File: config.mk
export PLATFORM = sky130hd
export DESIGN_NAME = stack_prog_sequencer_flat
export DESIGN_NICKNAME = d
export VERILOG_FILES = /design/src/rtl/stack_prog_sequencer_pkg.sv /design/src/rtl/stack_prog_sequencer_if.sv /design/src/rtl/stack_prog_sequencer_stk_port_mux.sv /design/src/rtl/stack_prog_sequencer.sv /design/src/flat_wrapper.sv
export SDC_FILE = /design/constraint.sdc
export NUM_CORES = 1
export LEC_CHECK = 0
export ABC_AREA = 0
export CORE_MARGIN = 4
export CORE_UTILIZATION = 49
export DETAILED_ROUTE_END_ITERATION = 6
export GPL_ROUTABILITY_DRIVEN = 0
export GPL_TIMING_DRIVEN = 0
export MAX_ROUTING_LAYER = met4
export PLACE_DENSITY = 0.86
export SYNTH_ARGS = -nofsm -noshare
export SYNTH_HDL_FRONTEND = slang
export SYNTH_SLANG_ARGS = --single-unit
File: constraint.sdc
create_clock -name clk -period 5.2 [get_ports clk]
set_input_delay 0.78 -clock clk [delete_from_list [all_inputs] [get_ports clk]]
set_output_delay 0.78 -clock clk [all_outputs]
set_load 0.02 [all_outputs]
File: src/rtl/stack_prog_sequencer_pkg.sv
// Shared definitions for the stack program sequencer.
// Holds the opcode encodings, the ALU control words driven on alu_ctrl,
// and the controller state type.
package stack_prog_sequencer_pkg;

   localparam logic [3:0] OP_NOP   = 4'h0;
   localparam logic [3:0] OP_PUSHI = 4'h1;
   localparam logic [3:0] OP_ADD   = 4'h2;
   localparam logic [3:0] OP_SUB   = 4'h3;
   localparam logic [3:0] OP_POP   = 4'h4;
   localparam logic [3:0] OP_JMP   = 4'h5;
   localparam logic [3:0] OP_JZ    = 4'h6;
   localparam logic [3:0] OP_JS    = 4'h7;
   localparam logic [3:0] OP_HALT  = 4'hF;

   localparam logic [3:0] ALU_CTRL_ADD = 4'b0111;
   localparam logic [3:0] ALU_CTRL_SUB = 4'b0110;

   typedef enum logic [2:0] {
      ST_IDLE,
      ST_FETCH,
      ST_EXEC,
      ST_ALU_WAIT,
      ST_HALT,
      ST_ERROR
   } state_e;

endpackage

File: src/rtl/stack_prog_sequencer_if.sv
// Bus bundle between the sequencer and its surroundings: instruction ROM
// port, ALU control/flags/stack requests, and the shared stack port.
//   master : sequencer side (drives imem_addr, alu_en, alu_ctrl, stk_*)
//   slave  : ROM / ALU / stack side
interface stack_prog_sequencer_if #(
   parameter int unsigned DATA_LEN = 8,
   parameter int unsigned ADDR_LEN = 6
);
   logic [ADDR_LEN-1:0]   imem_addr;
   logic [DATA_LEN+3:0]   imem_data;
   logic                  alu_en;
   logic [3:0]            alu_ctrl;
   logic                  alu_z_flag;
   logic                  alu_s_flag;
   logic                  alu_stk_push;
   logic                  alu_stk_pop;
   logic [DATA_LEN-1:0]   alu_stk_data_in;
   logic                  stk_push;
   logic                  stk_pop;
   logic [DATA_LEN-1:0]   stk_data_in;

   modport master (
      output imem_addr, alu_en, alu_ctrl, stk_push, stk_pop, stk_data_in,
      input  imem_data, alu_z_flag, alu_s_flag,
             alu_stk_push, alu_stk_pop, alu_stk_data_in
   );

   modport slave (
      input  imem_addr, alu_en, alu_ctrl, stk_push, stk_pop, stk_data_in,
      output imem_data, alu_z_flag, alu_s_flag,
             alu_stk_push, alu_stk_pop, alu_stk_data_in
   );
endinterface

File: src/rtl/stack_prog_sequencer_stk_port_mux.sv
// Stack port mux: while the ALU owns the stack (alu_sel=1) its push/pop/data
// requests reach the stack, otherwise the controller's do. Only one source
// is ever forwarded in a given cycle.
//   alu_sel            : 1 = ALU owns the stack port
//   ctl_* / alu_*      : candidate push/pop/data from each source
//   stk_push/pop/data  : muxed stack port
module stk_port_mux #(
   parameter int unsigned DATA_LEN = 8
) (
   input  logic                alu_sel,
   input  logic                ctl_push,
   input  logic                ctl_pop,
   input  logic [DATA_LEN-1:0] ctl_data,
   input  logic                alu_push,
   input  logic                alu_pop,
   input  logic [DATA_LEN-1:0] alu_data,
   output logic                stk_push,
   output logic                stk_pop,
   output logic [DATA_LEN-1:0] stk_data
);
   always_comb begin
      if (alu_sel) begin
         stk_push = alu_push;
         stk_pop  = alu_pop;
         stk_data = alu_data;
      end else begin
         stk_push = ctl_push;
         stk_pop  = ctl_pop;
         stk_data = ctl_data;
      end
   end
endmodule

File: src/rtl/stack_prog_sequencer.sv
// Program sequencer for the stack datapath. Fetches from a synchronous ROM,
// executes PUSHI/POP on the stack, launches the ALU for ADD/SUB and lends it
// the stack port, tracks depth and resolves JZ/JS on the latched ALU flags.
//   clk, rstn  : clock, async active-low reset
//   start      : begin at pc=0 (only seen in IDLE)
//   bus        : ROM / ALU / stack bundle (master side)
//   busy       : program running
//   halted     : HALT executed
//   error      : illegal opcode or stack over/underflow
//   pc         : current program counter
module stack_prog_sequencer
   import stack_prog_sequencer_pkg::*;
#(
   parameter int unsigned DATA_LEN   = 8,
   parameter int unsigned ADDR_LEN   = 6,
   parameter int unsigned STK_DEPTH  = 16,
   parameter int unsigned ALU_CYCLES = 10
) (
   input  logic                      clk,
   input  logic                      rstn,
   input  logic                      start,
   stack_prog_sequencer_if.master    bus,
   output logic                      busy,
   output logic                      halted,
   output logic                      error,
   output logic [ADDR_LEN-1:0]       pc
);
   localparam int unsigned DEPTH_W = $clog2(STK_DEPTH + 1);
   localparam int unsigned CNT_W   = $clog2(ALU_CYCLES + 1);
   localparam logic [DEPTH_W-1:0] DEPTH_FULL = DEPTH_W'(STK_DEPTH);
   localparam logic [DEPTH_W-1:0] DEPTH_TWO  = DEPTH_W'(2);

   state_e               state_q, state_d;
   logic [ADDR_LEN-1:0]  pc_q, pc_d;
   logic [DEPTH_W-1:0]   depth_q, depth_d;
   logic [CNT_W-1:0]     cnt_q, cnt_d;
   logic [3:0]           ctrl_q, ctrl_d;
   logic                 z_q, z_d, s_q, s_d;

   logic [3:0]           opcode;
   logic [DATA_LEN-1:0]  operand;
   logic [ADDR_LEN-1:0]  pc_inc, target;
   logic                 ctl_push, ctl_pop;
   logic [DATA_LEN-1:0]  ctl_data;

   assign opcode  = bus.imem_data[DATA_LEN+3:DATA_LEN];
   assign operand = bus.imem_data[DATA_LEN-1:0];
   assign pc_inc  = pc_q + 1'b1;
   assign target  = operand[ADDR_LEN-1:0];

   always_ff @(posedge clk or negedge rstn) begin
      if (!rstn) begin
         state_q <= ST_IDLE;
         pc_q    <= '0;
         depth_q <= '0;
         cnt_q   <= '0;
         ctrl_q  <= '0;
         z_q     <= 1'b0;
         s_q     <= 1'b0;
      end else begin
         state_q <= state_d;
         pc_q    <= pc_d;
         depth_q <= depth_d;
         cnt_q   <= cnt_d;
         ctrl_q  <= ctrl_d;
         z_q     <= z_d;
         s_q     <= s_d;
      end
   end

   always_comb begin
      state_d = state_q;
      pc_d    = pc_q;
      depth_d = depth_q;
      cnt_d   = cnt_q;
      ctrl_d  = ctrl_q;
      z_d     = z_q;
      s_d     = s_q;
      case (state_q)
         ST_IDLE: begin
            if (start) begin
               state_d = ST_FETCH;
               pc_d    = '0;
            end
         end
         ST_FETCH: state_d = ST_EXEC;
         ST_EXEC: begin
            state_d = ST_FETCH;
            case (opcode)
               OP_NOP: pc_d = pc_inc;
               OP_PUSHI: begin
                  if (depth_q == DEPTH_FULL) state_d = ST_ERROR;
                  else begin
                     depth_d = depth_q + 1'b1;
                     pc_d    = pc_inc;
                  end
               end
               OP_POP: begin
                  if (depth_q == '0) state_d = ST_ERROR;
                  else begin
                     depth_d = depth_q - 1'b1;
                     pc_d    = pc_inc;
                  end
               end
               OP_ADD, OP_SUB: begin
                  if (depth_q < DEPTH_TWO) state_d = ST_ERROR;
                  else begin
                     state_d = ST_ALU_WAIT;
                     cnt_d   = CNT_W'(ALU_CYCLES - 1);
                     ctrl_d  = (opcode == OP_ADD) ? ALU_CTRL_ADD : ALU_CTRL_SUB;
                  end
               end
               OP_JMP:  pc_d = target;
               OP_JZ:   pc_d = z_q ? target : pc_inc;
               OP_JS:   pc_d = s_q ? target : pc_inc;
               OP_HALT: state_d = ST_HALT;
               default: state_d = ST_ERROR;
            endcase
         end
         ST_ALU_WAIT: begin
            if (cnt_q == '0) begin
               // Two operands popped, one result pushed: net depth -1.
               z_d     = bus.alu_z_flag;
               s_d     = bus.alu_s_flag;
               depth_d = depth_q - 1'b1;
               pc_d    = pc_inc;
               state_d = ST_FETCH;
            end else begin
               cnt_d = cnt_q - 1'b1;
            end
         end
         default: state_d = state_q;
      endcase
   end

   always_comb begin
      ctl_push     = 1'b0;
      ctl_pop      = 1'b0;
      ctl_data     = '0;
      bus.alu_en   = 1'b0;
      bus.alu_ctrl = '0;
      case (state_q)
         ST_EXEC: begin
            case (opcode)
               OP_PUSHI: begin
                  if (depth_q != DEPTH_FULL) begin
                     ctl_push = 1'b1;
                     ctl_data = operand;
                  end
               end
               OP_POP: ctl_pop = (depth_q != '0);
               OP_ADD, OP_SUB: begin
                  if (depth_q >= DEPTH_TWO) begin
                     bus.alu_en   = 1'b1;
                     bus.alu_ctrl = (opcode == OP_ADD) ? ALU_CTRL_ADD : ALU_CTRL_SUB;
                  end
               end
               default: ;
            endcase
         end
         ST_ALU_WAIT: bus.alu_ctrl = ctrl_q;
         default: ;
      endcase
   end

   assign busy          = (state_q == ST_FETCH) || (state_q == ST_EXEC) ||
                          (state_q == ST_ALU_WAIT);
   assign halted        = (state_q == ST_HALT);
   assign error         = (state_q == ST_ERROR);
   assign pc            = pc_q;
   assign bus.imem_addr = pc_q;

   stk_port_mux #(.DATA_LEN(DATA_LEN)) u_stk_port_mux (
      .alu_sel  (state_q == ST_ALU_WAIT),
      .ctl_push (ctl_push),
      .ctl_pop  (ctl_pop),
      .ctl_data (ctl_data),
      .alu_push (bus.alu_stk_push),
      .alu_pop  (bus.alu_stk_pop),
      .alu_data (bus.alu_stk_data_in),
      .stk_push (bus.stk_push),
      .stk_pop  (bus.stk_pop),
      .stk_data (bus.stk_data_in)
   );
endmodule

File: src/flat_wrapper.sv
// flat-port wrapper written by rule: the top's interface ports become plain ports
module stack_prog_sequencer_flat import stack_prog_sequencer_pkg::*;
#(
   parameter int unsigned DATA_LEN   = 8,
   parameter int unsigned ADDR_LEN   = 6,
   parameter int unsigned STK_DEPTH  = 16,
   parameter int unsigned ALU_CYCLES = 10
)
  (clk, rstn, start, busy, halted, error, pc, bus_imem_addr, bus_alu_en, bus_alu_ctrl, bus_stk_push, bus_stk_pop, bus_stk_data_in, bus_imem_data, bus_alu_z_flag, bus_alu_s_flag, bus_alu_stk_push, bus_alu_stk_pop, bus_alu_stk_data_in);
  stack_prog_sequencer_if #(.DATA_LEN(DATA_LEN), .ADDR_LEN(ADDR_LEN)) bus_i ();
  input  logic clk;
  input  logic rstn;
  input  logic start;
  output logic busy;
  output logic halted;
  output logic error;
  output logic [ADDR_LEN-1:0] pc;
  output wire logic [$bits(bus_i.imem_addr)-1:0] bus_imem_addr;
  output wire logic [$bits(bus_i.alu_en)-1:0] bus_alu_en;
  output wire logic [$bits(bus_i.alu_ctrl)-1:0] bus_alu_ctrl;
  output wire logic [$bits(bus_i.stk_push)-1:0] bus_stk_push;
  output wire logic [$bits(bus_i.stk_pop)-1:0] bus_stk_pop;
  output wire logic [$bits(bus_i.stk_data_in)-1:0] bus_stk_data_in;
  input wire logic [$bits(bus_i.imem_data)-1:0] bus_imem_data;
  input wire logic [$bits(bus_i.alu_z_flag)-1:0] bus_alu_z_flag;
  input wire logic [$bits(bus_i.alu_s_flag)-1:0] bus_alu_s_flag;
  input wire logic [$bits(bus_i.alu_stk_push)-1:0] bus_alu_stk_push;
  input wire logic [$bits(bus_i.alu_stk_pop)-1:0] bus_alu_stk_pop;
  input wire logic [$bits(bus_i.alu_stk_data_in)-1:0] bus_alu_stk_data_in;
  assign bus_imem_addr = bus_i.imem_addr;
  assign bus_alu_en = bus_i.alu_en;
  assign bus_alu_ctrl = bus_i.alu_ctrl;
  assign bus_stk_push = bus_i.stk_push;
  assign bus_stk_pop = bus_i.stk_pop;
  assign bus_stk_data_in = bus_i.stk_data_in;
  assign bus_i.imem_data = bus_imem_data;
  assign bus_i.alu_z_flag = bus_alu_z_flag;
  assign bus_i.alu_s_flag = bus_alu_s_flag;
  assign bus_i.alu_stk_push = bus_alu_stk_push;
  assign bus_i.alu_stk_pop = bus_alu_stk_pop;
  assign bus_i.alu_stk_data_in = bus_alu_stk_data_in;
  stack_prog_sequencer #(.DATA_LEN(DATA_LEN), .ADDR_LEN(ADDR_LEN), .STK_DEPTH(STK_DEPTH), .ALU_CYCLES(ALU_CYCLES)) u_core (.clk(clk), .rstn(rstn), .start(start), .bus(bus_i), .busy(busy), .halted(halted), .error(error), .pc(pc));
endmodule
After elaboration in Yosys (flattened, before gate mapping)
Index checks and enable logic that the tools add are counted.
{"block": "word_totals", "ff_bits": 24, "inputBits": 27, "word_cells": 98}
{"block": "op_classes", "n_addsub": 4, "n_lt_le_gt_ge": 2, "eq_ne": 24, "mux": 42, "bitwise": 1, "reduce_logical": 18}
{"op": "2-to-1 mux 6 bit", "count": 6}
{"op": "one-hot mux 6 bit (6 select lines)", "count": 1}
{"op": "2-to-1 mux 8 bit", "count": 4}
{"op": "2-to-1 mux 4 bit", "count": 5}
{"op": "one-hot mux 5 bit (2 select lines)", "count": 2}
{"op": "one-hot mux 6 bit (3 select lines)", "count": 1}
{"op": "equality test 4 x 3 -> 1 bit (second input constant)", "count": 4}
{"op": "one-hot mux 4 bit (2 select lines)", "count": 2}
{"op": "2-to-1 mux 3 bit", "count": 5}
{"op": "2-to-1 mux 5 bit", "count": 3}
{"op": "one-hot mux 3 bit (5 select lines)", "count": 1}
{"op": "one-hot mux 3 bit (4 select lines)", "count": 1}
{"op": "2-to-1 mux 1 bit", "count": 11}
{"op": "!= test 3 bit (second input constant)", "count": 3}
{"op": "equality test 4 x 2 -> 1 bit (second input constant)", "count": 2}
{"op": "logical NOT 4 bit", "count": 2}
{"op": "!= test 2 bit (second input constant)", "count": 4}
{"op": "!= test 7 bit (second input constant)", "count": 1}
{"op": "adder 6 x 1 -> 6 bit (second input constant)", "count": 1}
{"op": "equality test 3 x 2 -> 1 bit (second input constant)", "count": 2}
{"op": "equality test 3 bit (second input constant)", "count": 2}
{"op": "AND reduction 3 bit", "count": 2}
{"op": "AND reduction 6 bit", "count": 1}
{"op": "adder 5 x 1 -> 5 bit (second input constant)", "count": 1}
{"op": "other kinds (23)", "count": 24}

Depth between registers and ports, before layout
Gate-level depths: netlist of the first run.
{"block": "depth", "ltp_word": 5, "mapped_depth": 7}

Modules after synthesis
From an unflattened synthesis of the first run, not the netlist that was laid out.
{"block": "unflattened", "cells_unflattened": 207, "area_unflattened_um2": 1891.8}
{"mod": "stack_prog_sequencer", "instances": 1, "cells_per_inst": 196, "area_each_um2": 1730.4, "seq_area_each_um2": 550.5}
{"mod": "stk_port_mux", "instances": 1, "cells_per_inst": 11, "area_each_um2": 161.4, "seq_area_each_um2": 0.0}

Worst setup path before layout of the first run
Ideal clock, no wire load.
{"block": "synth_path", "path_kind": "input to output", "from": "input bus_imem_data[10]", "to": "output bus_alu_ctrl[0]", "t_arrival_ns": 2.083, "slack_ns": 2.337, "cell_stages": 5, "path_buffers": 1, "cell_sequence": "buf_4 > nand2b_1 > nor4_1 > o21ai_0 > o21ai_0"}
{"block": "synth_via", "elab_chain_len": 5, "elab_cells_between_ends": 7}
{"item": "start, declared", "line": "flat_wrapper.sv:24", "source": "input wire logic [$bits(bus_i.imem_data)-1:0] bus_imem_data;"}
{"item": "equality test 4 x 2 -> 1 bit", "line": "stack_prog_sequencer.sv:144, stack_prog_sequencer.sv:155"}
{"item": "2-to-1 mux 1 bit", "line": "stack_prog_sequencer.sv:155", "source": "bus.alu_ctrl = (opcode == OP_ADD) ? ALU_CTRL_ADD : ALU_CTRL_SUB;"}
{"item": "2-to-1 mux 4 bit", "line": "stack_prog_sequencer.sv:153", "source": "if (depth_q >= DEPTH_TWO) begin"}
{"item": "2-to-1 mux 4 bit *", "line": "stack_prog_sequencer.sv:144", "source": "case (opcode)"}
{"item": "one-hot mux 4 bit (2 select lines) *", "line": "stack_prog_sequencer.sv:142", "source": "case (state_q)"}
{"item": "end, declared", "line": "flat_wrapper.sv:20", "source": "output wire logic [$bits(bus_i.alu_ctrl)-1:0] bus_alu_ctrl;"}
Mark *: on every way between the ends. The rest lies on a longest branch, timed or not.

Worst setup path after layout of the first run
{"block": "layout_path", "from": "input bus_imem_data[9]", "to": "output bus_stk_data_in[4]"}
{"block": "layout_via", "elab_chain_len": 4}
{"item": "equality test 4 x 1 -> 1 bit", "line": "stack_prog_sequencer.sv:144"}
{"item": "2-to-1 mux 8 bit", "line": "stack_prog_sequencer.sv:144"}
{"item": "2-to-1 mux 8 bit", "line": "stack_prog_sequencer.sv:142"}
{"item": "2-to-1 mux 8 bit", "line": "stack_prog_sequencer_stk_port_mux.sv:22", "source": "if (alu_sel) begin"}
{"item": "end, declared", "line": "flat_wrapper.sv:23", "source": "output wire logic [$bits(bus_i.stk_data_in)-1:0] bus_stk_data_in;"}
No other way between the ends.

==> results of run 1 <==
-- report_power, final --
part	switching (uW)	total (uW)	internal [uW]
registers	54.6	281	227
clock network	58.8	137	78.1
logic	242	439	197
total	355	857	501
-- cell usage in the layout (no fill, tap or decap), types with 2 or more instances in the layout --
cell,count
clkbuf_4,3
nor3b_1,3
xor2_1,2
o21ai_0,11
nor3_1,3
ha_1,7
dfrtp_1,22
nor4_1,2
a32o_1,4
mux2_2,6
o31ai_1,2
a21oi_1,8
nand2b_1,4
clkbuf_1,4
nor2b_1,2
buf_2,3
nand2_1,20
or4_1,2
and4_1,2
nor2_1,15
and3b_1,2
nand3_1,5
a22o_1,9
o221ai_1,2
inv_1,9
clkdlybuf4s50_1,52
xnor2_1,6
a21o_1,2
buf_4,9
o211ai_1,6
o2111ai_1,2
-- cells in the mapped netlist (2+ instances only) --
master	instances	area share
xor2_1	2	0.010
and3b_1	2	0.010
mux2_2	6	0.040
ha_1	7	0.052
nand2b_1	4	0.015
a22o_1	9	0.047
o31ai_1	2	0.0089
nor4_1	2	0.0074
nor2b_1	2	0.0074
a21o_1	2	0.0089
xnor2_1	6	0.031
nor3_1	3	0.0089
o2111ai_1	2	0.010
o21ai_0	11	0.033
o211ai_1	6	0.027
nand3_1	5	0.015
a21oi_1	8	0.024
o221ai_1	2	0.010
and4_1	2	0.010
nor2_1	15	0.033
buf_2	3	0.0089
clkbuf_1	4	0.0089
buf_4	9	0.040
a32o_1	4	0.024
nand2_1	20	0.045
dfrtp_1	22	0.33
or4_1	2	0.0089
inv_1	9	0.020
nor3b_1	3	0.013
-- registers in the layout, summed over array words and instances (netlist names) --
signal,flops
u_core.cnt_q,4
u_core.bus.imem_addr,6
u_core.s_q,1
u_core.z_q,1
u_core.ctrl_q,2
u_core.depth_q,5
u_core.state_q,3
-- stage by stage --
| step | worst slack, ns | std cells | total power (uW) | hold WS, ns |
|---|---|---|---|---|
| 4_1_cts | 0.985 | 291 | 856 | 0.490 |
| 5_1_grt | 0.836 | 291 | 918 | 0.505 |
| 6_report | 0.933 | 291 | 857 | 0.487 |
| 3_5_place_dp | 1.00 | 287 | 716 | 0.453 |
| 3_3_place_gp | 1.06 | 287 | 698 | 0.451 |
| 2_1_floorplan | 2.34 | 189 | 565 | 0.435 |
-- path summary, 6_finish.rpt --
path                                        from                 endpoint  slack, ns  cells past startpoint
worst min register to register  u_core.ctrl_q[1]         u_core.ctrl_q[1]       0.49                      1
max in group asynchronous                   rstn  u_core.bus.imem_addr[0]       3.61                      1
worst max-delay path            bus_imem_data[9]       bus_stk_data_in[4]       0.93                      6
worst max register to register   u_core.cnt_q[0]  u_core.bus.imem_addr[1]       2.76                      7
worst min-delay path            u_core.ctrl_q[1]         u_core.ctrl_q[1]       0.49                      1
min in group asynchronous                   rstn  u_core.bus.imem_addr[4]       0.97                      1
-- final cells by class --
| cell class | count | area [um2] | share of cell area |
|---|---|---|---|
| buffer | 17 | 109 | 0.0470 |
| clock buffer | 3 | 22.5 | 0.00972 |
| clock inverter | 1 | 30.0 | 0.0130 |
| inverter | 9 | 33.8 | 0.0146 |
| multi-input combinational | 141 | 992 | 0.428 |
| sequential | 22 | 551 | 0.238 |
| tap | 46 | 57.6 | 0.0249 |
| timing repair buffer | 52 | 520 | 0.225 |
-- kinds of logic (layout without fill, tap and decap cells) --
family	after synthesis	count (layout)	share of synthesized area
AND/OR/NAND/NOR	69	69	0.220
buffers and inverters	26	82	0.0846
XOR/XNOR	8	8	0.0416
AO/OA/AOI/OAI	48	48	0.218
adder cells (fa/ha/maj)	7	7	0.0520
flip-flops	22	22	0.327
multiplexers	8	8	0.0549
other	1	1	0.00223
-- routing by layer --
metal	vias to the layer above	track usage
met1	788	0.272
met4	0	0.0635
met2	56	0.340
li1	792	-
met3	6	0.0405
met5	-	-
==> results.py, run 1 <==
metrics = {
    "outcome": {
        "status": "finished, final reports clean",
    },
    "detailed_routing": {
        "drtIter0Drc": 133,
        "avgViaCountPerCell": 5.64,
        "wl_met3_um": 224,
        "vias": 1642,
        "drc": 0,
        "wl_per_cell_um": 15.3,
        "wirelength_um": 4450,
        "dr.max_layer_used": "met4",
        "wl_met2_um": 2220,
        "met1Wirelength_um": 1950,
        "firstDrtPassIters": 4,
        "antenna_left": 0,
    },
    "setup_path": {
        "crit_chain": "clkdlybuf4s50_1, nor2_1, nand3_1, nor4b_2, a22o_1, clkdlybuf4s50_1",
        "startpoint_type": "primary input",
        "crit_path_max_incr_delay_ns": 0.88,
        "crit_required_ns": 4.42,
        "crit_type": "in2out",
        "endpoint_kind": "primary output",
        "crit_path_top_delay_cell": "nor4b_2",
        "worst-path-buf-inv": 2,
        "crit_fanout": 9,
        "cp_data_arrival_time_ns": 3.49,
        "cpMostUsedCell": "clkdlybuf4s50_1",
        "crit_family": "simple AND/OR/NAND/NOR gates",
    },
    "global_route": {
        "gr-total-overflow": 0,
        "grtUsageTotal": 0.212,
        "grt_pass1_vias": 1539,
        "grt_start_max_net_pins": 23,
        "grt_pass1_wl_um": 7030,
        "antenna_found_initial": 0,
    },
    "timing": {
        "fmaxAchievable_mhz": 234,
        "setup_viol": 0,
        "rsz0062_at_grt": "no",
        "slew_headroom": 0.296,
        "setup_tns_ns": 0,
        "min_period_ns": 4.27,
        "clock_skew_ns": 0.0206,
        "hold_viol_final": 0,
        "worst_pin_slew_ns": 1.05,
        "slew_violations": 0,
        "period_share": 0.821,
    },
    "logic_synthesis": {
        "synthArstFlopShare": 1.00,
        "synth_seq_area_share": 0.327,
        "synth_seq_cells": 22,
        "synth_warnings": 0,
        "ys_types": 44,
        "synthCells": 189,
        "synth_flop_cell": "dfrtp_1",
        "synthesis.area_um2": 1690,
        "syn_avg_cell_area_um2": 8.92,
        "synth_fp_nets": 223,
        "synth_edf_count": 0,
    },
    "layout": {
        "nets": 280,
        "nFillCells": 285,
        "diodes": 0,
        "design_area_um2": 2320,
        "drive_gt1_frac": 0.118,
        "final_util": 0.694,
        "area_growth_pct": 37.4,
    },
    "floorplanning": {
        "die_h_um": 66.6,
        "start_util": 0.505,
        "pin_count": 57,
        "chipWidth_um": 66.6,
        "design.core.area_um2": 3340,
        "die-area_um2": 4440,
        "std_cell_rows": 21,
    },
    "clock_network": {
        "clkTransAtPathRegs_ns": 0.14,
        "clkLatencyLatePin_ns": 0.33,
        "root_buffer": "clkbuf_4",
        "cts.sinks": 22,
        "post_cts_resized": 0,
        "cts-hold-fix-buffers": 0,
        "postCtsSetupRepairBufs": 0,
        "cts_tree": "yes",
        "h-tree-depth": 1,
        "cts.path.max_buffers": 2,
        "tritoncts.num_buffers": 3,
    },
    "power": {
        "ir_drop_uv": 280,
        "p_leak_uw": 0.000974,
        "powerDensity_nw_per_um2": 370,
    },
    "placed_design": {
        "hpwl_um": 3420,
        "postPlaceCellArea_um2": 2260,
        "io_buffers": 52,
    },
    "run": {
        "drv.max_cap_violation_count": 0,
    },
    "worst_hold_path": {
        "hold_path.class": "reg2reg",
    },
}
No activity file was read; power rests on OpenSTA's default activity.
==> run 2, diff against run 1 <==
--- a/config.mk
+++ b/config.mk
@@ -7,12 +7,12 @@
 export LEC_CHECK = 0
 export ABC_AREA = 0
 export CORE_MARGIN = 4
-export CORE_UTILIZATION = 49
+export CORE_UTILIZATION = 41
 export DETAILED_ROUTE_END_ITERATION = 6
 export GPL_ROUTABILITY_DRIVEN = 0
 export GPL_TIMING_DRIVEN = 0
 export MAX_ROUTING_LAYER = met4
-export PLACE_DENSITY = 0.86
+export PLACE_DENSITY = 0.77
 export SYNTH_ARGS = -nofsm -noshare
 export SYNTH_HDL_FRONTEND = slang
 export SYNTH_SLANG_ARGS = --single-unit
==> constraint.sdc (replaced) <==
create_clock -name clk -period 3.9 [get_ports clk]
set_input_delay 0.585 -clock clk [delete_from_list [all_inputs] [get_ports clk]]
set_output_delay 0.585 -clock clk [all_outputs]
set_load 0.02 [all_outputs]
==> run 2 against run 1 <==
Wire length fell by 4.2%. Clock power grew 24%. Sequential power grew 31%.
==> results.py, run 2 (same netlist as run 1, synthesis figures left out) <==
metrics = {
    "timing": {
        "clock_skew_ns": 0.00258,
        "slew_violations": 0,
        "fmaxAchievable_mhz": 284,
        "min_period_ns": 3.52,
        "slew_headroom": 0.316,
        "hold_viol_final": 0,
        "rsz0062_at_grt": "no",
        "period_share": 0.902,
        "setup_ws_ns": 0.384,
        "worst_pin_slew_ns": 1.02,
        "setup_tns_ns": 0,
        "setup_viol": 0,
    },
    "clock_network": {
        "post_cts_resized": 0,
        "root_buffer": "clkbuf_8",
        "cts.sinks": 22,
        "postCtsSetupRepairBufs": 0,
        "tritoncts.num_buffers": 3,
        "clkLatencyLatePin_ns": 0.27,
        "clkTransAtPathRegs_ns": 0.08,
        "cts-hold-fix-buffers": 0,
        "cts.path.max_buffers": 2,
        "cts_tree": "yes",
        "h-tree-depth": 1,
    },
    "global_route": {
        "grt_pass1_wl_um": 7240,
        "grt_pass1_vias": 1573,
        "antenna_found_initial": 0,
        "gr-total-overflow": 0,
        "grtUsageTotal": 0.179,
        "grt_start_max_net_pins": 23,
    },
    "power": {
        "ir_drop_uv": 236,
        "power_uw": 1120,
        "p_leak_uw": 0.000979,
        "powerDensity_nw_per_um2": 480,
    },
    "setup_path": {
        "crit_path_top_delay_cell": "clkdlybuf4s50_1",
        "crit_required_ns": 3.31,
        "endpoint_kind": "primary output",
        "startpoint_type": "primary input",
        "crit_family": "buffers and inverters",
        "crit_fanout": 9,
        "crit_path_max_incr_delay_ns": 0.60,
        "worst-path-buf-inv": 2,
        "crit_chain": "clkdlybuf4s50_1, nor2_1, nand3_1, nor4b_4, a22o_1, clkdlybuf4s50_1",
        "crit_type": "in2out",
        "cp_data_arrival_time_ns": 2.93,
        "cpMostUsedCell": "clkdlybuf4s50_1",
    },
    "floorplanning": {
        "die_h_um": 72.1,
        "start_util": 0.421,
        "std_cell_rows": 23,
        "die-area_um2": 5200,
        "chipWidth_um": 72.1,
        "pin_count": 57,
        "design.core.area_um2": 4000,
    },
    "placed_design": {
        "io_buffers": 52,
        "hpwl_um": 3360,
        "postPlaceCellArea_um2": 2270,
        "place_ws_ns": 0.120,
    },
    "layout": {
        "nets": 280,
        "nFillCells": 393,
        "area_growth_pct": 38.4,
        "diodes": 0,
        "drive_gt1_frac": 0.118,
        "final_cell_mix": "clkdlybuf4s50_1 (52), dfrtp_1 (22), nand2_1 (20)",
        "design_area_um2": 2330,
        "mostFrequentLayoutCell": "clkdlybuf4s50_1",
        "largest_register_ffs": 6,
    },
    "detailed_routing": {
        "drtIter0Drc": 81,
        "vias": 1613,
        "drc": 0,
        "avgViaCountPerCell": 5.47,
        "antenna_left": 0,
        "firstDrtPassIters": 5,
        "wirelength_um": 4260,
        "wl_per_cell_um": 14.5,
    },
    "worst_hold_path": {
        "hold_path.class": "reg2reg",
    },
    "outcome": {
        "status": "finished, final reports clean",
    },
    "run": {
        "drv.max_cap_violation_count": 0,
    },
}
[run 2: cell count changes in the layout (fill, tap and decap cells not counted)]
cell / change
clkbuf_8: +4
nor4b_2: -1
nor4b_4: +1
bufinv_16: -1
clkbuf_4: -3
[run 2: path summary, 6_finish.rpt]
path,slack [ns],cells after the start,end,start
min in group asynchronous,0.87,1,u_core.bus.imem_addr[5],rstn
worst max register to register,1.54,7,u_core.bus.imem_addr[1],u_core.cnt_q[0]
worst min register to register,0.49,1,u_core.ctrl_q[1],u_core.ctrl_q[1]
max in group asynchronous,2.41,1,u_core.ctrl_q[1],rstn
worst max-delay path,0.38,6,bus_stk_data_in[1],bus_imem_data[9]
worst min-delay path,0.49,1,u_core.ctrl_q[1],u_core.ctrl_q[1]
[run 2: cell type report]
class | count | area [um2] | area share
Buffer | 17 | 109 | 0.0467
Clock buffer | 4 | 55.1 | 0.0236
Inverter | 9 | 33.8 | 0.0145
Multi-Input combinational cell | 141 | 1000 | 0.429
Sequential cell | 22 | 551 | 0.236
Tap cell | 50 | 62.6 | 0.0268
Timing Repair Buffer | 52 | 520 | 0.223
[run 2: routing by layer]
layer  vias to the layer above  global-route usage  wire length [um]  part of all wire
li1                        791                   -                 -                 -
met1                       759               0.211              1830              0.43
met2                        58               0.305              2090              0.49
met5                         -                   -                 0                 0
met4                         0              0.0626                64             0.015
met3                         5              0.0319               284             0.067
[run 2: per-stage QoR]
step / utilization / std cells / hold slack, ns
after global placement: 0.567 / 291 / 0.449
after floorplan: - / 189 / 0.289
after detailed placement: 0.567 / 291 / 0.466
final: 0.583 / 295 / 0.486
after global routing: 0.583 / 295 / 0.515
after CTS: 0.581 / 295 / 0.489
[run 2: power breakdown]
group | switching (uW) | internal, uW | leakage [uW]
clock | 79.6 | 90.3 | 0.0000288
combinational | 317 | 264 | 0.000665
sequential | 65.7 | 303 | 0.000285
total | 462 | 657 | 0.000979
